## config.mk

```make
export PLATFORM = sky130hd
export DESIGN_NAME = histo_readout
export DESIGN_NICKNAME = d
export VERILOG_FILES = /design/src/rtl/histo_readout.sv
export SDC_FILE = /design/constraint.sdc
export NUM_CORES = 1
export LEC_CHECK = 0
export ABC_AREA = 1
export CAP_MARGIN = 15
export CELL_PAD_IN_SITES_DETAIL_PLACEMENT = 1
export CELL_PAD_IN_SITES_GLOBAL_PLACEMENT = 2
export CORE_ASPECT_RATIO = 0.6
export CORE_MARGIN = 8
export CORE_UTILIZATION = 28
export DETAILED_ROUTE_END_ITERATION = 7
export PLACE_DENSITY_LB_ADDON = 0.1
export SYNTH_ARGS = -nofsm -noshare
export SYNTH_HDL_FRONTEND = slang
export SYNTH_SLANG_ARGS = --single-unit
export TNS_END_PERCENT = 5
```

## constraint.sdc

```tcl
create_clock -name clk -period 1.9 [get_ports clk]
set_input_delay 0.285 -clock clk [delete_from_list [all_inputs] [get_ports clk]]
set_output_delay 0.285 -clock clk [all_outputs]
set_load 0.005 [all_outputs]
```

## src/rtl/histo_readout.sv

```systemverilog
// histo_readout: readout sequencer for the 10-bit pixel histogram.
// When start is seen, it takes the histogram out of accumulate mode and
// reads every bin, honouring the fixed memory read latency. It streams a
// header word, one word per bin and a checksum trailer over valid/ready.
// It then pulses hist_clr and returns the histogram to accumulate mode.
module histo_readout #(
  parameter int NUM_BINS = 1024,
  parameter int BIN_W    = 10,
  parameter int DATA_W   = 24,
  parameter int RD_LAT   = 2
) (
  input  logic              clk,
  input  logic              rst_n,
  input  logic              start,
  output logic              hist_rw,
  output logic [BIN_W-1:0]  hist_bin,
  input  logic [DATA_W-1:0] hist_data,
  output logic              hist_clr,
  output logic [31:0]       out_data,
  output logic              out_valid,
  input  logic              out_ready,
  output logic              out_sof,
  output logic              out_eof,
  output logic              busy,
  output logic              overrun
);

  typedef enum logic [2:0] {
    IDLE = 3'd0,
    HDR  = 3'd1,
    WAIT = 3'd2,
    SEND = 3'd3,
    TAIL = 3'd4,
    CLR  = 3'd5
  } state_t;

  localparam logic [2:0]       LAST_LAT = 3'(RD_LAT - 1);
  localparam logic [BIN_W-1:0] LAST_BIN = BIN_W'(NUM_BINS - 1);

  state_t      state_r;
  logic [2:0]  lat_cnt_r;
  logic [7:0]  frame_cnt_r;
  logic [31:0] checksum_r;

  logic        accept_s;
  logic [7:0]  bin_byte_s;
  logic [31:0] sum_s;

  // Header word: sync byte, frame number and the bin count of the frame.
  function automatic logic [31:0] hdr_word(input logic [7:0] fc);
    return {8'hA5, fc, 16'(NUM_BINS)};
  endfunction

  // Handshake, bin tag for the data word, and the running checksum that
  // includes the count currently held in the data word (its low 24 bits).
  always_comb begin
    accept_s   = out_valid & out_ready;
    bin_byte_s = 8'(hist_bin);
    sum_s      = checksum_r + {8'h00, out_data[23:0]};
  end

  // Readout sequencer; every output is a register updated here.
  always_ff @(posedge clk or negedge rst_n) begin
    if (!rst_n) begin
      state_r     <= IDLE;
      lat_cnt_r   <= 3'd0;
      frame_cnt_r <= 8'd0;
      checksum_r  <= 32'd0;
      hist_rw     <= 1'b1;
      hist_bin    <= '0;
      hist_clr    <= 1'b0;
      out_data    <= 32'd0;
      out_valid   <= 1'b0;
      out_sof     <= 1'b0;
      out_eof     <= 1'b0;
      busy        <= 1'b0;
      overrun     <= 1'b0;
    end else begin
      hist_clr <= 1'b0;
      // busy is still high during CLR, so a start on the CLR->IDLE edge
      // lands here as well and is flagged instead of starting a frame.
      if (start && busy) begin
        overrun <= 1'b1;
      end
      case (state_r)
        IDLE: begin
          if (start) begin
            state_r   <= HDR;
            hist_rw   <= 1'b0;
            busy      <= 1'b1;
            overrun   <= 1'b0;
            out_valid <= 1'b1;
            out_sof   <= 1'b1;
            out_data  <= hdr_word(frame_cnt_r);
          end
        end
        HDR: begin
          if (accept_s) begin
            out_valid  <= 1'b0;
            out_sof    <= 1'b0;
            hist_bin   <= '0;
            lat_cnt_r  <= 3'd0;
            checksum_r <= 32'd0;
            state_r    <= WAIT;
          end
        end
        WAIT: begin
          // hist_data is valid on the last latency cycle; capture it into
          // the output holding register together with the bin tag.
          if (lat_cnt_r == LAST_LAT) begin
            out_data  <= {bin_byte_s, 24'(hist_data)};
            out_valid <= 1'b1;
            state_r   <= SEND;
          end else begin
            lat_cnt_r <= lat_cnt_r + 3'd1;
          end
        end
        SEND: begin
          if (accept_s) begin
            checksum_r <= sum_s;
            if (hist_bin == LAST_BIN) begin
              // valid stays high: the trailer follows directly.
              out_data <= sum_s;
              out_eof  <= 1'b1;
              state_r  <= TAIL;
            end else begin
              hist_bin  <= hist_bin + BIN_W'(1);
              out_valid <= 1'b0;
              lat_cnt_r <= 3'd0;
              state_r   <= WAIT;
            end
          end
        end
        TAIL: begin
          if (accept_s) begin
            out_valid <= 1'b0;
            out_eof   <= 1'b0;
            hist_clr  <= 1'b1;
            state_r   <= CLR;
          end
        end
        CLR: begin
          frame_cnt_r <= frame_cnt_r + 8'd1;
          hist_rw     <= 1'b1;
          hist_bin    <= '0;
          busy        <= 1'b0;
          state_r     <= IDLE;
        end
        default: begin
          state_r   <= IDLE;
          hist_rw   <= 1'b1;
          hist_bin  <= '0;
          out_valid <= 1'b0;
          out_sof   <= 1'b0;
          out_eof   <= 1'b0;
          busy      <= 1'b0;
        end
      endcase
    end
  end

endmodule

```

==> metrics.md, run 1 <==
| Metric | Value |
|---|---|
| Reg clk slew, reported paths | `0.07 ns` |
| Clock buffer count from CTS | `9` |
| First-pass GRT wire length | `40700 µm` |
| Core Util, Final | `43.4%` |
| Asr flop ratio synth | `100%` |
| Clk sink count | `95` |
| Max H-tree Level | `3` |
| Slew @ Worst Pin | `0.428 ns` |
| Clock latency on the worst-skew pair | `0.36 ns` |
| Count of final setup violators | `46` |
| Final Hold Fails | `0` |
| Die Y | `134 µm` |
| Antenna diodes | `0` |
| Hold WS | `0.391 ns` |
| Post-Syn Nets | `1032` |
| Synth Instances | `974` |
| Clock Tree Buf Depth | `2` |
| Crit. End Element | `register` |
| GRT Total Usage | `18.3%` |
| Min Tclk post-route | `2.08 ns` |
| Area of the die | `0.0285 mm²` |
| Achievable Freq | `0.482 GHz` |
| Placed Cells | `1503` |
| Maximum fanout along the worst path | `4` |
| Initial Util | `28.3%` |
| I/O pin cnt | `77` |
| Status | `complete, but fails checks` |
| Hold Crit Class | `in2async` |
| Area leader, netlist | `dfrtp_1` |
| Req. time, crit path | `2.16 ns` |
| Chip Width | `213 µm` |
| Synthesized flop and latch total | `95` |
| Max_cap viols | `0` |
| Period utilisation layout | `109%` |
| Post-synth top flop | `dfrtp_1` |
| Post-route cell area | `0.00994 mm²` |
| Most common cell after layout, fill and taps aside | `nand2_1` |
| CTS tree | `yes` |
| Sequential cell area fraction in the yosys report | `36.6%` |
| Largest net degree at the start of global routing | `39` |
| Avg Vias per Cell | `4.55` |
| RSZ-0062 raised after global routing | `yes` |
| Worst EP arrival | `2.33 ns` |
| Yosys top cell area share | `36.2%` |
| Fin cells | `1524` |
| Yosys cell types | `42` |
| Top cells by area, synth | `dfrtp_1 (36%), nand2_1 (22%), inv_1 (7.9%)` |
| Synth-to-layout area growth | `53.2%` |
| Global placement routability congestion | `0.847` |
| Drt initial violations | `377` |
| Placeable core area | `0.0229 mm²` |
| Tot Pwr | `4.50 mW` |
| Final Max Tran Viols | `0` |
| Final net count | `1262` |
| Dpl cell area | `0.00885 mm²` |
| Worst VDD drop | `421 µV` |
| Initial antenna violation count | `0` |
| DP Worst Slack | `-0.372 ns` |
| Routed via count | `6938` |
| Cell Pwr Density | `452 mW/mm²` |
| Syn avg cell area | `6.67 µm²` |
| Port Buf Inserts | `76` |
| Final HPWL DP | `20600 µm` |
| First-pass detailed-route iteration total | `5` |
| Vias in the first global route | `7198` |
| Most frequent cells in the layout | `nand2_1 (342), buf_4 (151), inv_1 (133)` |
| CP Launch Type | `register` |
| Final wirelength | `25500 µm` |
| Synthesis Warnings | `0` |
| Worst Slack Setup Final | `-0.176 ns` |
| Rows | `43` |
| Final Skew | `0.00739 ns` |
| Setup Crit Path Kind | `reg2reg` |
| DR WL/cell | `16.7 µm` |
| Root Buffer | `clkbuf_16` |
| # DRC | `0` |
| GR Overflow Total | `0` |
| Failing checks | `negative setup slack` |
| Pleak | `5.11 nW` |
| Mapped cell area | `0.00649 mm²` |
| Post-synth EDFFs | `0` |
| Relative slew margins | `71.5%` |
| Final setup TNS | `-4.08 ns` |
| Antenna viol nets, final | `0` |
| Layout cell share with drive strength beyond 1 | `28.0%` |
[final cells by class]
cell class                 instances  area, µm²
clock buffer                       9        225
multi-input combinational        715       4170
timing repair buffer             239       2110
inverter                         144        548
tap                              315        394
fill                            2885      13000
clock inverter                     7        119
sequential                        95       2380
[repair_timing]
| action | 4_1_cts | 5_1_grt |
|---|---|---|
| setup buffers | 2 | 2 |
| gates cloned | 0 | 0 |
| hold endpoints to repair | 26 | 0 |
| endpoints found under the setup margin | 69 | 77 |
| hold buffers | 1 | 0 |
| pin swaps | 19 | 19 |
| resized for setup | 101 | 76 |
[cells in the mapped netlist (2+ instances only)]
master,instances
inv_2,6
or2_2,4
nor2_1,58
buf_6,2
buf_2,7
xnor2_1,3
nand2_1,381
nor4_1,2
a21o_1,9
dfrtp_1,94
o21ai_1,12
nand4_1,8
nor2_2,7
nand3b_1,6
clkbuf_1,10
a21oi_1,52
inv_1,136
a22o_1,2
nand2_2,2
xor2_1,11
nand4_2,2
ha_1,29
nor3_1,12
nand3_1,55
o21ai_0,41
o31ai_1,6
clkinv_1,2
[logic make-up (layout without fill, tap and decap cells)]
logic type                 Yosys count  after routing  synth area share, %
adders and majority gates           30             30                 5.90
buffers and inverters              164            399                 9.91
DFF                                 95             95                 36.6
muxes                                2              2                0.328
xor gates and xnor gates            14             14                 1.89
and+or+nand+nor                    543            543                 34.8
AOI/OAI and AO/OA                  126            126                 10.5
[worst paths after layout]
path                       slack, ns                    start                         end  depth (start not counted)
max                            -0.18  out_data[0]$_DFFE_PN0P_    out_data[18]$_DFFE_PN0P_                         14
min                             0.39                    rst_n     out_data[3]$_DFFE_PN0P_                          2
max reg2reg                    -0.18  out_data[0]$_DFFE_PN0P_    out_data[18]$_DFFE_PN0P_                         14
min reg2reg                     0.48      hist_rw$_DFFE_PN1P_         hist_rw$_DFFE_PN1P_                          2
max in group asynchronous       0.92                    rst_n  checksum_r[31]$_DFFE_PN0P_                          3
min in group clk                0.48      hist_rw$_DFFE_PN1P_         hist_rw$_DFFE_PN1P_                          2
[flip-flops by register name, summed over array words and instances (netlist names)]
signal	flops
checksum_r	32
out_data	32
hist_bin	10
frame_cnt_r	8
lat_cnt_r	3
state_r	3
busy	1
hist_clr	1
hist_rw	1
out_eof	1
out_sof	1
out_valid	1
overrun	1
[metal layers]
layer / wire, µm / up-vias / part of all wire (%) / track usage [%]
li1: - / 3522 / - / -
met2: 9770 / 71 / 38 / 24.4
met5: 0 / - / 0 / 0
met1: 14800 / 3331 / 58 / 29.6
met4: 197 / 0 / 0.77 / 3.13
met3: 746 / 14 / 2.9 / 3.15
[power breakdown]
part	switching, mW	internal, mW	total [mW]
clock network	0.883	1.29	2.17
registers	0.0152	2.03	2.05
logic	0.132	0.145	0.277
[critical path, stage by stage, from the launching register on]
cell and delay, ns:
dfrtp_1 0.39, ha_2 0.21, fa_2 0.38, nand2_2 0.09, nand2_2 0.06, nand3b_1 0.11
nand2_2 0.11, nand2_2 0.11, nand2_4 0.07, nand2_2 0.07, nand3b_1 0.10, nand3_2 0.13
nand2_1 0.06, nand2_1 0.05, nand2_1 0.04
(Power assumes the default switching activity.)
==> run 2, diff against run 1 <==
- CAP_MARGIN: 15 -> 20
- clock period: 1.9 -> 1.7 ns (I/O delays scaled with it)
==> run 2 against run 1 <==
  * The flow still finishes with violations (negative setup slack)
  * Clock skew up 0.0027 ns
  * Cell count rose by 1.8%
  * Routed wire length is 2.9% higher
  * Clock power hardly changed
  * Non-clock buffer count grew 27
  * Register-to-register slack got worse by 0.17 ns
==> metrics.md, run 2 (synthesized netlist as in run 1, its figures left out) <==
| Metric | Value |
|---|---|
| # DRC | `0 (unchanged)` |
| Clk sink count | `95 (unchanged)` |
| R2R cell count | `14 (unchanged)` |
| Fin cells | `1551 (+1.8%)` |
| Setup Crit Path Kind | `reg2reg` |
| Min Tclk post-route | `2.04 ns (-0.0350 ns)` |
| Final setup TNS | `-13.14 ns (-9.06 ns)` |
| Comb pwr share | `6.9% (+0.7 points)` |
| Routed via count | `7073 (+1.9%)` |
| Max H-tree Level | `3 (unchanged)` |
| Worst reg2reg setup slack | `-0.34 ns (-0.17 ns)` |
| R2r endpoint | `out_data[18]$_DFFE_PN0P_` |
| Largest net degree at the start of global routing | `35 (-10%)` |
| Port Buf Inserts | `76 (unchanged)` |
| Failing checks | `negative setup slack` |
| Cell Pwr Density | `466 mW/mm² (+3.0%)` |
| Clock buffer count from CTS | `9 (unchanged)` |
| I/O pin cnt | `77 (unchanged)` |
| R2R Path Start | `out_data[0]$_DFFE_PN0P_` |
| RSZ-0062 raised after global routing | `yes` |
| Clk network pwr share | `45.4% (-2.9 points)` |
| Status | `complete, but fails checks` |
| DR WL/cell | `16.9 µm (+1.1%)` |
| Initial Util | `28.3% (unchanged)` |
| Final Hold Fails | `0 (unchanged)` |
| Antenna diodes | `0 (unchanged)` |
| Max_cap viols | `0 (unchanged)` |
| Synth-to-layout area growth | `58.8%` |
| Relative slew margins | `79.0% (+7.5 points)` |
| GRT Total Usage | `19.0% (+0.69 points)` |
| Reg clk slew, reported paths | `0.07 ns (about the same)` |
| Worst Slack Setup Final | `-0.341 ns (-0.165 ns)` |
| Layout cell share with drive strength beyond 1 | `31.4% (+3.4 points)` |
| Worst EP arrival | `2.30 ns (-0.03 ns)` |
| CP Launch Type | `register` |
| Seq pwr share | `47.7% (+2.1 points)` |
| Final net count | `1289 (+2.1%)` |
| Clock latency on the worst-skew pair | `0.37 ns (about the same)` |
| Hold WS | `0.325 ns (-0.0658 ns)` |
| Clock Tree Buf Depth | `2 (unchanged)` |
| Placed Cells | `1521 (+1.2%)` |
| Achievable Freq | `0.490 GHz (+1.7%)` |
| First-pass GRT wire length | `42300 µm (+3.9%)` |
| Placeable core area | `0.0229 mm² (unchanged)` |
| Pleak | `5.40 nW (+5.8%)` |
| Die Y | `134 µm (unchanged)` |
| Maximum fanout along the worst path | `4 (unchanged)` |
| Vias in the first global route | `7379 (+2.5%)` |
| Most frequent cells in the layout | `nand2_1 (330), buf_4 (170), inv_1 (131)` |
| Final Max Tran Viols | `0 (unchanged)` |
| Avg Vias per Cell | `4.56 (+0.17%)` |
| First-pass detailed-route iteration total | `5 (unchanged)` |
| Hold Crit Class | `in2async` |
| Root Buffer | `clkbuf_16` |
| GR Overflow Total | `0 (unchanged)` |
| Global placement routability congestion | `0.881 (+4.0%)` |
| Most common cell after layout, fill and taps aside | `nand2_1` |
| Chip Width | `213 µm (unchanged)` |
| P_sw | `1.12 mW (+9.0%)` |
| Tot Pwr | `4.80 mW (+6.7%)` |
| Rows | `43 (unchanged)` |
| Final Skew | `0.0101 ns (+0.00270 ns)` |
| Regs by FF count | `checksum_r x32, out_data x32, hist_bin x10` |
| Drt initial violations | `341 (-9.5%)` |
| Worst VDD drop | `469 µV (+11%)` |
| Final wirelength | `26200 µm (+2.9%)` |
| Slew @ Worst Pin | `0.312 ns (-0.116 ns)` |
| Period utilisation layout | `120% (+11 points)` |
| Core Util, Final | `45.0% (+1.6 points)` |
| Antenna viol nets, final | `0 (unchanged)` |
| Crit. End Element | `register` |
| Net Sw Frac | `23.4% (+0.48 points)` |
| Req. time, crit path | `1.96 ns (-0.20 ns)` |
| CTS tree | `yes` |
| Internal Power | `3.68 mW (+6.0%)` |
| Final HPWL DP | `20800 µm (+1.3%)` |
| Count of final setup violators | `70 (+52%)` |
| Area of the die | `0.0285 mm² (unchanged)` |
| Initial antenna violation count | `0 (unchanged)` |
==> run 2: worst max-delay path, cell delays in order (launching register included) <==
cell,delay [ns]
dfrtp_1,0.41
ha_4,0.18
fa_2,0.37
nand2_2,0.11
nand2_2,0.06
nand3b_1,0.10
nand2_2,0.10
nand2_2,0.09
nand2_4,0.08
nand2_2,0.08
nand3b_1,0.10
nand3_2,0.11
nand2_1,0.06
nand2_1,0.05
nand2_1,0.04
==> run 2: worst max path at each step <==
stage,startpoint,to
after floorplan,out_data[0]$_DFFE_PN0P_,out_data[10]$_DFFE_PN0P_
after global placement,out_data[18]$_DFFE_PN0P_,checksum_r[31]$_DFFE_PN0P_
after detailed placement,out_data[20]$_DFFE_PN0P_,checksum_r[31]$_DFFE_PN0P_
after CTS,out_data[0]$_DFFE_PN0P_,out_data[26]$_DFFE_PN0P_
after global routing,out_data[1]$_DFFE_PN0P_,out_data[30]$_DFFE_PN0P_
final,out_data[0]$_DFFE_PN0P_,out_data[18]$_DFFE_PN0P_
==> run 2: routing by layer <==
| layer | track usage [%] | wire length, µm |
|---|---|---|
| met3 | 3.15 | 787 |
| met5 | 0 | 0 |
| met1 | 30.2 | 14900 |
| met4 | 2.90 | 172 |
| met2 | 26.3 | 10400 |
==> run 2: per-stage QoR <==
step | instance area, µm² | setup WS, ns
2_1_floorplan | 6520 | -0.121
3_3_place_gp | 9030 | -0.657
3_5_place_dp | 9030 | -0.602
4_1_cts | 10000 | -0.320
5_1_grt | 10300 | -0.494
6_report | 10300 | -0.341
==> run 2: power by group through the flow <==
| stage | Clock, mW | Combinational (mW) | Sequential (mW) |
|---|---|---|---|
| after floorplan | 0 | 0.0634 | 2.33 |
| after global placement | 0 | 0.291 | 2.33 |
| after detailed placement | 0 | 0.294 | 2.33 |
| after CTS | 2.25 | 0.329 | 2.29 |
| after global routing | 2.32 | 0.368 | 2.29 |
| final | 2.18 | 0.331 | 2.29 |
==> run 2: what timing repair did <==
item	in CTS	in global routing
endpoints found under the setup margin	79	92
endpoints found under the hold margin	18	0
buffers inserted	10	3
gates resized for setup	152	77
pin swaps	38	17
hold buffers	1	0
==> run 2: area by class of cell <==
class | count | area (µm²)
flip-flops and latches | 95 | 2380
fillers | 2902 | 12600
clock buffers | 14 | 264
repair buffers | 266 | 2370
inverters | 144 | 547
well taps | 315 | 394
clock inverters | 2 | 38.8
multi-input cells | 715 | 4310
